$ cat src/rtl/mul_ctrl_pkg.sv
// mul_ctrl_pkg
//   Shared definitions for the multiply controller: datapath width,
//   destination-tag width, funct3 encodings and FSM state enumeration.
package mul_ctrl_pkg;

    localparam int MC_XLEN = 32;
    localparam int MC_RD_W = 5;

    typedef enum logic [2:0] {
        F_MUL    = 3'b000,
        F_MULH   = 3'b001,
        F_MULHSU = 3'b010,
        F_MULHU  = 3'b011
    } funct3_e;

    typedef enum logic [2:0] {
        ST_IDLE,
        ST_S1,
        ST_S2,
        ST_S3,
        ST_DONE
    } state_e;

endpackage

$ cat src/rtl/mul_ctrl_if.sv
// mul_ctrl_if
//   Request/response handshake bundle of the multiply controller.
//   Request : in_valid, in_ready, in_funct3, in_rs1, in_rs2, in_rd
//   Response: out_valid, out_ready, out_result, out_rd
//   master = requester/consumer side, slave = mul_ctrl side.
interface mul_ctrl_if;
    import mul_ctrl_pkg::*;

    logic                 in_valid;
    logic                 in_ready;
    logic [2:0]           in_funct3;
    logic [MC_XLEN-1:0]   in_rs1;
    logic [MC_XLEN-1:0]   in_rs2;
    logic [MC_RD_W-1:0]   in_rd;

    logic                 out_valid;
    logic                 out_ready;
    logic [MC_XLEN-1:0]   out_result;
    logic [MC_RD_W-1:0]   out_rd;

    modport master (
        output in_valid, in_funct3, in_rs1, in_rs2, in_rd, out_ready,
        input  in_ready, out_valid, out_result, out_rd
    );

    modport slave (
        input  in_valid, in_funct3, in_rs1, in_rs2, in_rd, out_ready,
        output in_ready, out_valid, out_result, out_rd
    );

endinterface

$ cat src/rtl/mul_sign_fix.sv
// mul_sign_fix
//   Turns the signed 2*XLEN product of the shared signed multiplier into the
//   RISC-V M result selected by funct3.
//   mul_p  : signed product of rs1 x rs2
//   rs1/rs2: original operands
//   funct3 : 000 MUL, 001 MULH, 010 MULHSU, 011 MULHU, others -> MUL
//   result : XLEN-bit result
module mul_sign_fix
    import mul_ctrl_pkg::*;
#(
    parameter int XLEN = MC_XLEN
) (
    input  logic [2*XLEN-1:0] mul_p,
    input  logic [XLEN-1:0]   rs1,
    input  logic [XLEN-1:0]   rs2,
    input  logic [2:0]        funct3,
    output logic [XLEN-1:0]   result
);

    logic [XLEN-1:0] hi;
    logic [XLEN-1:0] lo;
    logic [XLEN-1:0] fix_rs2_neg;
    logic [XLEN-1:0] fix_rs1_neg;

    assign hi = mul_p[2*XLEN-1:XLEN];
    assign lo = mul_p[XLEN-1:0];

    // Reinterpreting a negative signed operand as unsigned adds 2^XLEN times
    // the other operand to the product, i.e. that operand to the high word.
    assign fix_rs2_neg = rs2[XLEN-1] ? rs1 : '0;
    assign fix_rs1_neg = rs1[XLEN-1] ? rs2 : '0;

    always_comb begin
        result = lo;
        case (funct3)
            F_MULH:   result = hi;
            F_MULHSU: result = hi + fix_rs2_neg;
            F_MULHU:  result = hi + fix_rs2_neg + fix_rs1_neg;
            default:  result = lo;
        endcase
    end

endmodule

$ cat src/rtl/mul_ctrl.sv
// mul_ctrl
//   Sequences one multiply at a time through an external signed multiplier
//   with fixed 2-cycle latency and applies the funct3 sign correction.
//   CLK   : clock, rising edge
//   RST   : synchronous active-high reset (priority over flush and accept)
//   bus   : request/response handshake (mul_ctrl_if slave)
//   flush : drop any in-flight or pending operation
//   mul_x : multiplier operand (latched rs1)
//   mul_y : multiplier operand (latched rs2)
//   mul_p : signed product, valid while in S3
module mul_ctrl
    import mul_ctrl_pkg::*;
#(
    parameter int XLEN = MC_XLEN
) (
    input  logic              CLK,
    input  logic              RST,
    mul_ctrl_if.slave         bus,
    input  logic              flush,
    output logic [XLEN-1:0]   mul_x,
    output logic [XLEN-1:0]   mul_y,
    input  logic [2*XLEN-1:0] mul_p
);

    state_e               state_q;
    state_e               state_d;
    logic [XLEN-1:0]      rs1_q;
    logic [XLEN-1:0]      rs2_q;
    logic [2:0]           funct3_q;
    logic [MC_RD_W-1:0]   rd_q;
    logic [XLEN-1:0]      result_q;
    logic [MC_RD_W-1:0]   out_rd_q;
    logic [XLEN-1:0]      fixed_result;
    logic                 accept;

    assign bus.in_ready = ((state_q == ST_IDLE) ||
                           (state_q == ST_DONE && bus.out_ready)) && !flush;
    assign accept       = bus.in_valid && bus.in_ready;

    assign mul_x          = rs1_q;
    assign mul_y          = rs2_q;
    assign bus.out_valid  = (state_q == ST_DONE);
    assign bus.out_result = result_q;
    assign bus.out_rd     = out_rd_q;

    mul_sign_fix #(.XLEN(XLEN)) u_sign_fix (
        .mul_p  (mul_p),
        .rs1    (rs1_q),
        .rs2    (rs2_q),
        .funct3 (funct3_q),
        .result (fixed_result)
    );

    always_comb begin
        state_d = state_q;
        case (state_q)
            ST_IDLE: if (accept) state_d = ST_S1;
            ST_S1:   state_d = ST_S2;
            ST_S2:   state_d = ST_S3;
            ST_S3:   state_d = ST_DONE;
            ST_DONE: if (bus.out_ready) state_d = accept ? ST_S1 : ST_IDLE;
            default: state_d = ST_IDLE;
        endcase
        if (flush) state_d = ST_IDLE;
    end

    always_ff @(posedge CLK) begin
        if (RST) state_q <= ST_IDLE;
        else     state_q <= state_d;
    end

    // Operands only change on accept, so mul_x/mul_y stay stable for the
    // whole operation.
    always_ff @(posedge CLK) begin
        if (RST) begin
            rs1_q    <= '0;
            rs2_q    <= '0;
            funct3_q <= '0;
            rd_q     <= '0;
        end else if (accept) begin
            rs1_q    <= bus.in_rs1;
            rs2_q    <= bus.in_rs2;
            funct3_q <= bus.in_funct3;
            rd_q     <= bus.in_rd;
        end
    end

    always_ff @(posedge CLK) begin
        if (RST) begin
            result_q <= '0;
            out_rd_q <= '0;
        end else if (state_q == ST_S3 && !flush) begin
            result_q <= fixed_result;
            out_rd_q <= rd_q;
        end
    end

endmodule

$ cat src/flat_wrapper.sv
// flat-port wrapper written by rule: the top's interface ports become plain ports
module mul_ctrl_flat import mul_ctrl_pkg::*;
#(
    parameter int XLEN = MC_XLEN
)
  (CLK, RST, flush, mul_x, mul_y, mul_p, bus_in_valid, bus_in_funct3, bus_in_rs1, bus_in_rs2, bus_in_rd, bus_out_ready, bus_in_ready, bus_out_valid, bus_out_result, bus_out_rd);
  mul_ctrl_if bus_i ();
  input  logic CLK;
  input  logic RST;
  input  logic flush;
  output logic [XLEN-1:0] mul_x;
  output logic [XLEN-1:0] mul_y;
  input  logic [2*XLEN-1:0] mul_p;
  input wire logic [$bits(bus_i.in_valid)-1:0] bus_in_valid;
  input wire logic [$bits(bus_i.in_funct3)-1:0] bus_in_funct3;
  input wire logic [$bits(bus_i.in_rs1)-1:0] bus_in_rs1;
  input wire logic [$bits(bus_i.in_rs2)-1:0] bus_in_rs2;
  input wire logic [$bits(bus_i.in_rd)-1:0] bus_in_rd;
  input wire logic [$bits(bus_i.out_ready)-1:0] bus_out_ready;
  output wire logic [$bits(bus_i.in_ready)-1:0] bus_in_ready;
  output wire logic [$bits(bus_i.out_valid)-1:0] bus_out_valid;
  output wire logic [$bits(bus_i.out_result)-1:0] bus_out_result;
  output wire logic [$bits(bus_i.out_rd)-1:0] bus_out_rd;
  assign bus_i.in_valid = bus_in_valid;
  assign bus_i.in_funct3 = bus_in_funct3;
  assign bus_i.in_rs1 = bus_in_rs1;
  assign bus_i.in_rs2 = bus_in_rs2;
  assign bus_i.in_rd = bus_in_rd;
  assign bus_i.out_ready = bus_out_ready;
  assign bus_in_ready = bus_i.in_ready;
  assign bus_out_valid = bus_i.out_valid;
  assign bus_out_result = bus_i.out_result;
  assign bus_out_rd = bus_i.out_rd;
  mul_ctrl #(.XLEN(XLEN)) u_core (.CLK(CLK), .RST(RST), .bus(bus_i), .flush(flush), .mul_x(mul_x), .mul_y(mul_y), .mul_p(mul_p));
endmodule
$ cat config.mk
export PLATFORM = sky130hd
export DESIGN_NAME = mul_ctrl_flat
export DESIGN_NICKNAME = d
export VERILOG_FILES = /design/src/rtl/mul_ctrl_pkg.sv /design/src/rtl/mul_ctrl_if.sv /design/src/rtl/mul_sign_fix.sv /design/src/rtl/mul_ctrl.sv /design/src/flat_wrapper.sv
export SDC_FILE = /design/constraint.sdc
export NUM_CORES = 1
export LEC_CHECK = 0
export BUFFER_PORTS_ARGS = -buffer_cell sky130_fd_sc_hd__clkbuf_2
export CAP_MARGIN = 0
export CELL_PAD_IN_SITES_DETAIL_PLACEMENT = 0
export CELL_PAD_IN_SITES_GLOBAL_PLACEMENT = 1
export CORE_UTILIZATION = 30
export CTS_BUF_LIST = sky130_fd_sc_hd__clkbuf_16
export DETAILED_ROUTE_END_ITERATION = 8
export GPL_TIMING_DRIVEN = 0
export PLACE_DENSITY = 0.67
export SYNTH_ARGS = -nofsm -noshare
export SYNTH_HDL_FRONTEND = slang
export SYNTH_SLANG_ARGS = --single-unit
export TNS_END_PERCENT = 5
$ cat constraint.sdc
create_clock -name CLK -period 4.7 [get_ports CLK]
set_clock_uncertainty 0.15 [all_clocks]
set_input_delay 0.235 -clock CLK [delete_from_list [all_inputs] [get_ports CLK]]
set_output_delay 0.235 -clock CLK [all_outputs]
set_load 0.005 [all_outputs]
### Word-level counts from Yosys, hierarchy flattened

Index checks and enable logic that the tools add are counted.

| word-level totals | value |
|---|---|
| register bits after elaboration | 112 |
| input port bits | 141 |
| output and inout bits | 103 |
| logic and storage cells | 34 |

| operators by class | value |
|---|---|
| add/sub/neg operators | 2 |
| equality and inequality tests | 9 |
| multiplexer cells | 7 |
| reductions and logical operators | 9 |

Operators by type and width:

| cell | count |
|---|---|
| $pmux W32 S3 | 1 |
| $add A32 B32 Y32 | 2 |
| $mux W32 | 2 |
| $pmux W3 S5 | 1 |
| $eq A3 B2 Y1 const B | 4 |
| $eq A3 B1 Y1 const B | 2 |
| $mux W3 | 2 |
| $logic_and A1 B1 Y1 | 4 |
| $eq A3 B3 Y1 const B | 1 |
| $logic_not A3 Y1 | 1 |
| $ne A2 B1 Y1 const B | 1 |
| $ne A2 B2 Y1 const B | 1 |
| $reduce_and A2 Y1 | 1 |
| $reduce_or A2 Y1 | 1 |
| $logic_not A1 Y1 | 1 |
| $logic_or A1 B1 Y1 | 1 |
| $mux W1 | 1 |

### Longest topological paths before layout

Gate-level depths: netlist of the first run.

| depth | value |
|---|---|
| depth in word-level cells | 8 |
| mapped depth | 21 |
| depth with buffers taken out | 20 |

### By module

Synthesis of the first run repeated with hierarchy kept, for this count alone.

| unflattened totals | value |
|---|---|
| cells, all modules | 1,180 |
| area, all modules | 9,440.3 µm² |

By module, submodules not included:

| module | instances | cells an instance | area an instance (µm²) |
|---|---|---|---|
| mul_ctrl | 1 | 490 | 4,720.8 |
| mul_sign_fix | 1 | 690 | 4,719.5 |

### Worst setup path after synthesis of the first run

Ideal clock, no wire load.

| timing path | value |
|---|---|
| path kind | flip-flop to flip-flop |
| start | register u_core.rs2_q[31], in the netlist u_core.mul_y[31] |
| end | register u_core.result_q[29], in the netlist u_core.bus.out_result[29] |
| data arrival time | 4.722 ns |
| required time | 4.426 ns |
| setup slack | -0.296 ns |
| cell stages (with the launch flop) | 22 |
| path through | dfxtp_1 > clkbuf_1 > and2_1 > ha_1 > a21oi_1 > nor2_1 > a2111oi_2 > a21oi_1 > o21a_1 > o21a_1 > or3_1 > and2_1 > ha_1 > or2_2 > a21oi_1 > o211ai_1 > nor3_2 > o31ai_4 > a31o_4 > a211o_2 > a21oi_1 > o22ai_1 |

| between the ends | value |
|---|---|
| longest elaborated chain between the ends | 4 |

RTL lines:

| what | RTL line | text |
|---|---|---|
| start: declaration | mul_ctrl.sv:28 | `logic [XLEN-1:0] rs2_q;` |
| start signal: assignment | mul_ctrl.sv:82 | `rs2_q <= bus.in_rs2;` |
| $mux W32 * | mul_sign_fix.sv:30 | `assign fix_rs2_neg = rs2[XLEN-1] ? rs1 : '0;` |
| $add A32 B32 Y32 * | mul_sign_fix.sv:37, mul_sign_fix.sv:38 |  |
| $add A32 B32 Y32 | mul_sign_fix.sv:38 | `F_MULHU: result = hi + fix_rs2_neg + fix_rs1_neg;` |
| $pmux W32 S3 * | mul_sign_fix.sv:35 | `case (funct3)` |
| end signal: assignment | mul_ctrl.sv:93 | `result_q <= fixed_result;` |
| end: declaration | mul_ctrl.sv:31 | `logic [XLEN-1:0] result_q;` |

Mark *: on every way between the ends. The rest lies on a longest branch, timed or not.
A chain may end at the register's enable or synchronous reset.

### Worst setup path in the final report of the first run

| timing path | value |
|---|---|
| start | register u_core.rs2_q[31], in the netlist u_core.mul_y[31] |
| end | register u_core.result_q[27], in the netlist u_core.bus.out_result[27] |

Same word-level chain as after synthesis.

==> results_dict.tcl, run 1 <==
set metrics [dict create \
    setup_viol 13 \
    drt_wl_total_um 38800 \
    gp_congestion 0.951 \
    pwr-share-clk 0.355 \
    leakagePower_uw 0.00533 \
    async_reset_ff_frac 0 \
    power_frac_seq 0.415 \
    grt_max_degree 25 \
    max_cap_violations 0 \
    clk_pin_slew_ns 0.10 \
    coreArea_um2 28000 \
    grt_pass1_vias 9643 \
    ys_seq_elements 112 \
    critPathArrivalTime_ns 5.19 \
    synth_area_um2 8620 \
    layout-drive-gt1-share 0.252 \
    numPortBuffers 242 \
    sw_frac_of_total 0.338 \
    initial_core_util 0.308 \
    synth_top_area_cell "dfxtp_1" \
    viasPerCell 5.29 \
    fillCellCount 2954 \
    dp_cells 1792 \
    pwr_density_cell_nw_per_um2 201 \
    nNetsFinal 1737 \
    cp.required_ns 4.85 \
    synth_edf_count 0 \
    cts_tree "yes" \
    syn_avg_cell_area_um2 7.35 \
    status "finished, violations left" \
    synthMuxAreaShare 0.0152 \
    finalCritPeriodShare 1.07 \
    yosys_warnings 0 \
    grt_util_all_layers 0.260 \
    synthSimpleGateAreaFrac 0.265 \
    path_class "reg -> reg" \
    dpl.hpwl_um 29800 \
    timing_hold_violations_final 0 \
    drtPass1Iterations 5 \
    power.total_uw 2430 \
    h-tree-depth 3 \
    crit_chain "clkbuf_16 > and2_4 > ha_4 > fa_2 > a21o_1 > a31oi_4 > nor4_4 > o41ai_4 > buf_4 > a21oi_2 > xor2_1 > ha_2 > nor2_1 > o211a_1 > o211ai_1 > nor3_2 > buf_4 > o31ai_4 > a31o_4 > a21oi_2 > or3_1 > a311oi_2" \
    vdd_drop_max_mv 0.205 \
    violations "negative setup slack" \
    grt_pass1_wl_um 57200 \
    fmax_mhz 198 \
    yosys.area_share.adder 0.100 \
    hold_class "in -> reg" \
    drc_errors 0 \
    rows 61 \
    pwr-share-comb 0.230 \
    synthTopCellsByArea "dfxtp_1, nand2_1, a21oi_1" \
    synth_ff_type "dfxtp_1" \
    cts_sinks 112 \
    final_cell_mix "clkbuf_2, nand2_1, a21oi_1" \
    final_cells 1912 \
    ys_seq_area_frac 0.260 \
    ant_nets 0 \
    place_ws_ns -1.19 \
    cts_inserted_buffers 9 \
    antenna_found_initial 2 \
    synth_top_family_by_area "compound AO/OA/AOI/OAI gates" \
    wl_per_cell_um 20.3 \
    num_vias 10116 \
    die_h_um 171 \
    start_kind "flop" \
    root_buffer "clkbuf_16" \
    placed_area_um2 10300 \
    p_int_uw 1610 \
    clock_latency_ns 0.38 \
    die_x_um 171 \
    relSlewSlack 0.247 \
    slowest_delay_ns 0.41 \
    die_area_um2 29400 \
    power_switching_uw 821 \
    stdcell_area_um2 12100 \
    fin_ws_ns -0.340 \
    yosysTopAreaCellShare 0.260 \
    period_minus_slack_ns 5.04 \
    tightest_slew_ns 1.13 \
    path_max_fanout 7 \
    synth-xor-area-share 0.0478 \
    rsz0062_at_grt "true" \
    synth-compound-area-share 0.273 \
    ys_types 82 \
    clockBufferDepth 2 \
    synth_nets 1381 \
    mostFrequentLayoutCell "clkbuf_2" \
    drtIter0Drc 719 \
    cp-end-kind "flop" \
    grt_overflow 0 \
    area_growth_pct 40.3 \
    critPathSlowestCell "dfxtp_4" \
    synth_cells 1172 \
    finalMaxSlewViolations 0 \
    ios 244 \
]
## power groups by stage
stage	combinational [uW]	sequential, uW	clock, uW
6_report	559	1010	863
3_3_place_gp	464	1030	0
2_1_floorplan	256	1020	0
4_1_cts	544	1010	877
5_1_grt	609	1010	911
3_5_place_dp	464	1030	0
## registers in the layout, summed over array words and instances, names as in the netlist
| register | count |
|---|---|
| u_core.mul_y | 32 |
| u_core.mul_x | 32 |
| u_core.bus.out_rd | 5 |
| u_core.rd_q | 5 |
| u_core.state_q | 3 |
| u_core.bus.out_result | 32 |
| u_core.funct3_q | 3 |
## per-layer routing
layer / share of wire / track usage / wire, um / up-vias
met5: 0.00034 / 0 / 13 / -
met4: 0.024 / 0.0738 / 939 / 2
met3: 0.070 / 0.0414 / 2720 / 50
met2: 0.44 / 0.407 / 16900 / 394
met1: 0.47 / 0.366 / 18200 / 4764
li1: - / - / - / 4906
## worst max-delay path, delay by kind of cell, from the launching register on
family          cells  cell delay, ns
compound gates     10            2.02
xor+xnor            1            0.31
fa+ha+maj           3            0.81
buf+inv             3            0.54
flops               1            0.41
simple gates        5            0.69
## layout make-up
class / count / area (um^2) / area share
Tap cell: 378 / 473 / 0.0391
Buffer: 63 / 314 / 0.0260
Multi-Input combinational cell: 979 / 6490 / 0.537
Sequential cell: 112 / 2250 / 0.186
Timing Repair Buffer: 345 / 2180 / 0.180
Clock buffer: 9 / 225 / 0.0186
Antenna cell: 1 / 2.50 / 0.000207
Inverter: 18 / 67.6 / 0.00559
Clock inverter: 7 / 93.8 / 0.00776
## through the flow
| step | TNS (ns) | utilization | hold WS [ns] |
|---|---|---|---|
| after floorplan | 0 | - | 0.162 |
| after global placement | -14.87 | 0.370 | 0.286 |
| after detailed placement | -15.03 | 0.370 | 0.292 |
| after CTS | -2.38 | 0.425 | 0.00776 |
| after global routing | -5.18 | 0.432 | 0.0464 |
| final | -2.73 | 0.432 | 0.0155 |
## cell usage after synthesis, types with 8 or more instances
cell / number
nand3_1: 20
a31oi_1: 11
nand2_1: 231
mux2i_1: 12
xor2_1: 14
and2_1: 70
o21a_1: 8
o221ai_1: 13
o21ai_0: 38
nor4_1: 10
o21bai_1: 9
inv_1: 17
xnor2_1: 33
ha_1: 66
a21o_1: 30
a211oi_1: 14
a21oi_1: 169
nor2_1: 74
nor3_1: 23
or3_1: 13
dfxtp_1: 112
clkbuf_1: 55
o211ai_1: 8
and3_1: 9
## cells by family (layout without fill, tap and decap cells)
logic type                 count (synthesis)  in the layout
xor gates and xnor gates                  47             47
and+or+nand+nor                          487            487
adders and majority gates                 68             68
buffers and inverters                     81            442
AOI/OAI and AO/OA                        364            364
DFF                                      112            112
muxes                                     13             13
other                                      0              1
## what timing repair did
action	CTS	global route
endpoints found under the hold margin	76	0
gates resized for setup	63	31
hold buffers	75	0
pin swaps	34	22
endpoints found under the setup margin	22	19
setup buffers	25	3
## path summary, 6_finish.rpt
kind,start,end,slack [ns],depth (start not counted)
worst max-delay path,u_core.mul_y[31]$_SDFFE_PP0P_,u_core.bus.out_result[27]$_SDFFE_PP0P_,-0.34,22
worst min-delay path,mul_p[20],u_core.bus.out_result[20]$_SDFFE_PP0P_,0.02,3
worst max register to register,u_core.mul_y[31]$_SDFFE_PP0P_,u_core.bus.out_result[27]$_SDFFE_PP0P_,-0.34,22
worst min register to register,u_core.rd_q[2]$_SDFFE_PP0P_,u_core.bus.out_rd[2]$_SDFFE_PP0P_,0.30,2
Power figures use the tool's default switching activity.
==> inputs of run 2 (changes only) <==
--- a/config.mk
+++ b/config.mk
@@ -15,2 +15,3 @@
 export GPL_TIMING_DRIVEN = 0
+export MAX_ROUTING_LAYER = met4
 export PLACE_DENSITY = 0.67
--- a/constraint.sdc
+++ b/constraint.sdc
@@ -4,2 +4,2 @@
 set_output_delay 0.235 -clock CLK [all_outputs]
-set_load 0.005 [all_outputs]
+set_load 0.05 [all_outputs]
==> run 2 against run 1 <==
  * The flow still finishes with violations (negative setup slack)
  * First-iteration DRC count rose by 0.56%
  * Clock-buffer cell count stayed put
  * Wire length rose by 0.65%
  * Sequential share of layout area about the same
  * Clock power rose by 2%
  * Register-to-register slack got worse by 0.13 ns
  * Worst setup slack worse by 0.13 ns
==> results_dict.tcl, run 2 (synthesis gave the netlist of run 1 again) <==
set metrics [dict create \
    status "finished, violations left" \
    violations "negative setup slack" \
    path_max_fanout 7 \
    wl_per_cell_um 20.4 \
    drtIter0Drc 723 \
    grt_max_degree 25 \
    layout-drive-gt1-share 0.259 \
    gp_congestion 0.915 \
    grt_pass1_vias 9706 \
    power_frac_seq 0.396 \
    grt_util_all_layers 0.268 \
    cp.depth 20 \
    reg2reg_depth 20 \
    pwr_density_cell_nw_per_um2 210 \
    timing_hold_violations_final 0 \
    clockBufferDepth 2 \
    viasPerCell 5.25 \
    die_area_um2 29400 \
    setup_viol 14 \
    pwr-share-clk 0.345 \
    clk_pin_slew_ns 0.10 \
    vdd_drop_max_mv 0.172 \
    cts_tree "yes" \
    leakagePower_uw 0.00534 \
    place_ws_ns -0.934 \
    ant_nets 0 \
    r2r_start "u_core.mul_y[31]$_SDFFE_PP0P_" \
    fin_ws_ns -0.472 \
    startpoint "u_core.mul_y[31]$_SDFFE_PP0P_" \
    crit_chain "clkbuf_16 > and2_4 > ha_4 > fa_2 > a21o_1 > a31oi_4 > nor4_4 > o41ai_4 > nand2_1 > xor2_2 > ha_1 > nand2_2 > o211a_1 > o211ai_1 > nor3_4 > o31ai_4 > a31o_4 > a21oi_2 > or3_1 > a311oi_2" \
    grt_overflow 0 \
    p_int_uw 1620 \
    timing.reg2reg.setup_slack_ns -0.47 \
    rows 61 \
    die_h_um 171 \
    finalCritPeriodShare 1.10 \
    relSlewSlack 0.203 \
    root_buffer "clkbuf_16" \
    cp-end-kind "flop" \
    sw_frac_of_total 0.366 \
    cp.required_ns 4.84 \
    nNetsFinal 1737 \
    path_class "reg -> reg" \
    utilization 0.433 \
    drc_errors 0 \
    rsz0062_at_grt "true" \
    cts_inserted_buffers 9 \
    slowest_delay_ns 0.42 \
    drt_wl_total_um 39100 \
    start_kind "flop" \
    worst-path-buf-inv 1 \
    finalMaxSlewViolations 0 \
    pwr-share-comb 0.260 \
    hold-worst-slack_ns 0.0232 \
    final_cell_mix "clkbuf_2, nand2_1, a21oi_1" \
    area_growth_pct 40.7 \
    tns_ns -3.93 \
    max_cap_violations 0 \
    power_switching_uw 934 \
    coreArea_um2 28000 \
    initial_core_util 0.308 \
    antenna_found_initial 2 \
    min_from "mul_p[23]" \
    mostFrequentLayoutCell "clkbuf_2" \
    critPathArrivalTime_ns 5.31 \
    fmax_mhz 193 \
    grt_pass1_wl_um 56800 \
    hold_class "in -> reg" \
    num_vias 10042 \
    clock_latency_ns 0.38 \
    numPortBuffers 242 \
    tightest_slew_ns 1.20 \
    dpl.hpwl_um 30100 \
    crit_path_end "u_core.bus.out_result[27]$_SDFFE_PP0P_" \
    drtPass1Iterations 5 \
    period_minus_slack_ns 5.17 \
    die_x_um 171 \
    worstReg2RegEnd "u_core.bus.out_result[27]$_SDFFE_PP0P_" \
    ios 244 \
    cts_sinks 112 \
    h-tree-depth 3 \
    crit_family "compound AO/OA/AOI/OAI gates" \
    critPathSlowestCell "dfxtp_4" \
]
run 2: cell count changes in the layout (fill, tap and decap cells not counted), moves of 2 or more:
cell      change
ha_4          +2
dfxtp_2      +10
a211oi_2      -2
dfxtp_1      -10
ha_1          -2
run 2: how the worst min path moves through the flow:
| stage | to | slack [ns] | depth (start not counted) |
|---|---|---|---|
| final | u_core.bus.out_result[23]$_SDFFE_PP0P_ | 0.02 | 3 |
| after global routing | u_core.bus.out_result[8]$_SDFFE_PP0P_ | 0.05 | 3 |
| after CTS | u_core.bus.out_result[20]$_SDFFE_PP0P_ | 0.04 | 3 |
| after detailed placement | u_core.bus.out_result[8]$_SDFFE_PP0P_ | 0.29 | 2 |
| after global placement | u_core.bus.out_result[8]$_SDFFE_PP0P_ | 0.28 | 2 |
| after floorplan | u_core.state_q[1]$_SDFFE_PP0P_ | 0.16 | 1 |
run 2: what timing repair did:
action,CTS,global route
endpoints found under the setup margin,21,21
pin swaps,27,29
hold buffers,75,0
endpoints found under the hold margin,76,0
setup buffers,20,10
gates resized for setup,36,57
gates cloned,0,1
run 2: per-layer routing:
metal,track usage,share of wire,vias to the layer above
met5,-,0,-
met2,0.421,0.45,389
li1,-,-,4905
met1,0.343,0.45,4705
met3,0.0607,0.079,43
met4,0.0753,0.021,0
run 2: power by group through the flow:
stage	clock (uW)	sequential [uW]	combinational, uW
after CTS	889	1010	636
after floorplan	0	1110	260
after global placement	0	1030	562
after global routing	929	1010	711
final	879	1010	662
after detailed placement	0	1030	563
run 2: layout make-up:
cell class,instances,area (um^2)
sequential,112,2260
fill,3008,15900
buffer,61,285
inverter,18,67.6
antenna,2,5.00
timing repair buffer,347,2210
multi-input combinational,979,6510
clock inverter,7,93.8
clock buffer,9,225
tap,378,473
run 2: worst reg2reg max path, cell delays in order, from the launching register on:
cell	delay, ns
dfxtp_4	0.42
clkbuf_16	0.19
and2_4	0.16
ha_4	0.17
fa_2	0.35
a21o_1	0.24
a31oi_4	0.26
nor4_4	0.09
o41ai_4	0.38
nand2_1	0.14
xor2_2	0.19
ha_1	0.37
nand2_2	0.08
o211a_1	0.22
o211ai_1	0.30
nor3_4	0.09
o31ai_4	0.36
a31o_4	0.23
a21oi_2	0.06
or3_1	0.38
a311oi_2	0.24
run 2: per-stage QoR:
stage,cell area (um^2),instances,power (uW)
finish,12100,1913,2550
global route,12100,1913,2650
CTS,11800,1903,2530
detailed placement,10400,1792,1590
global placement,10400,1792,1590
floorplan,8700,1172,1370
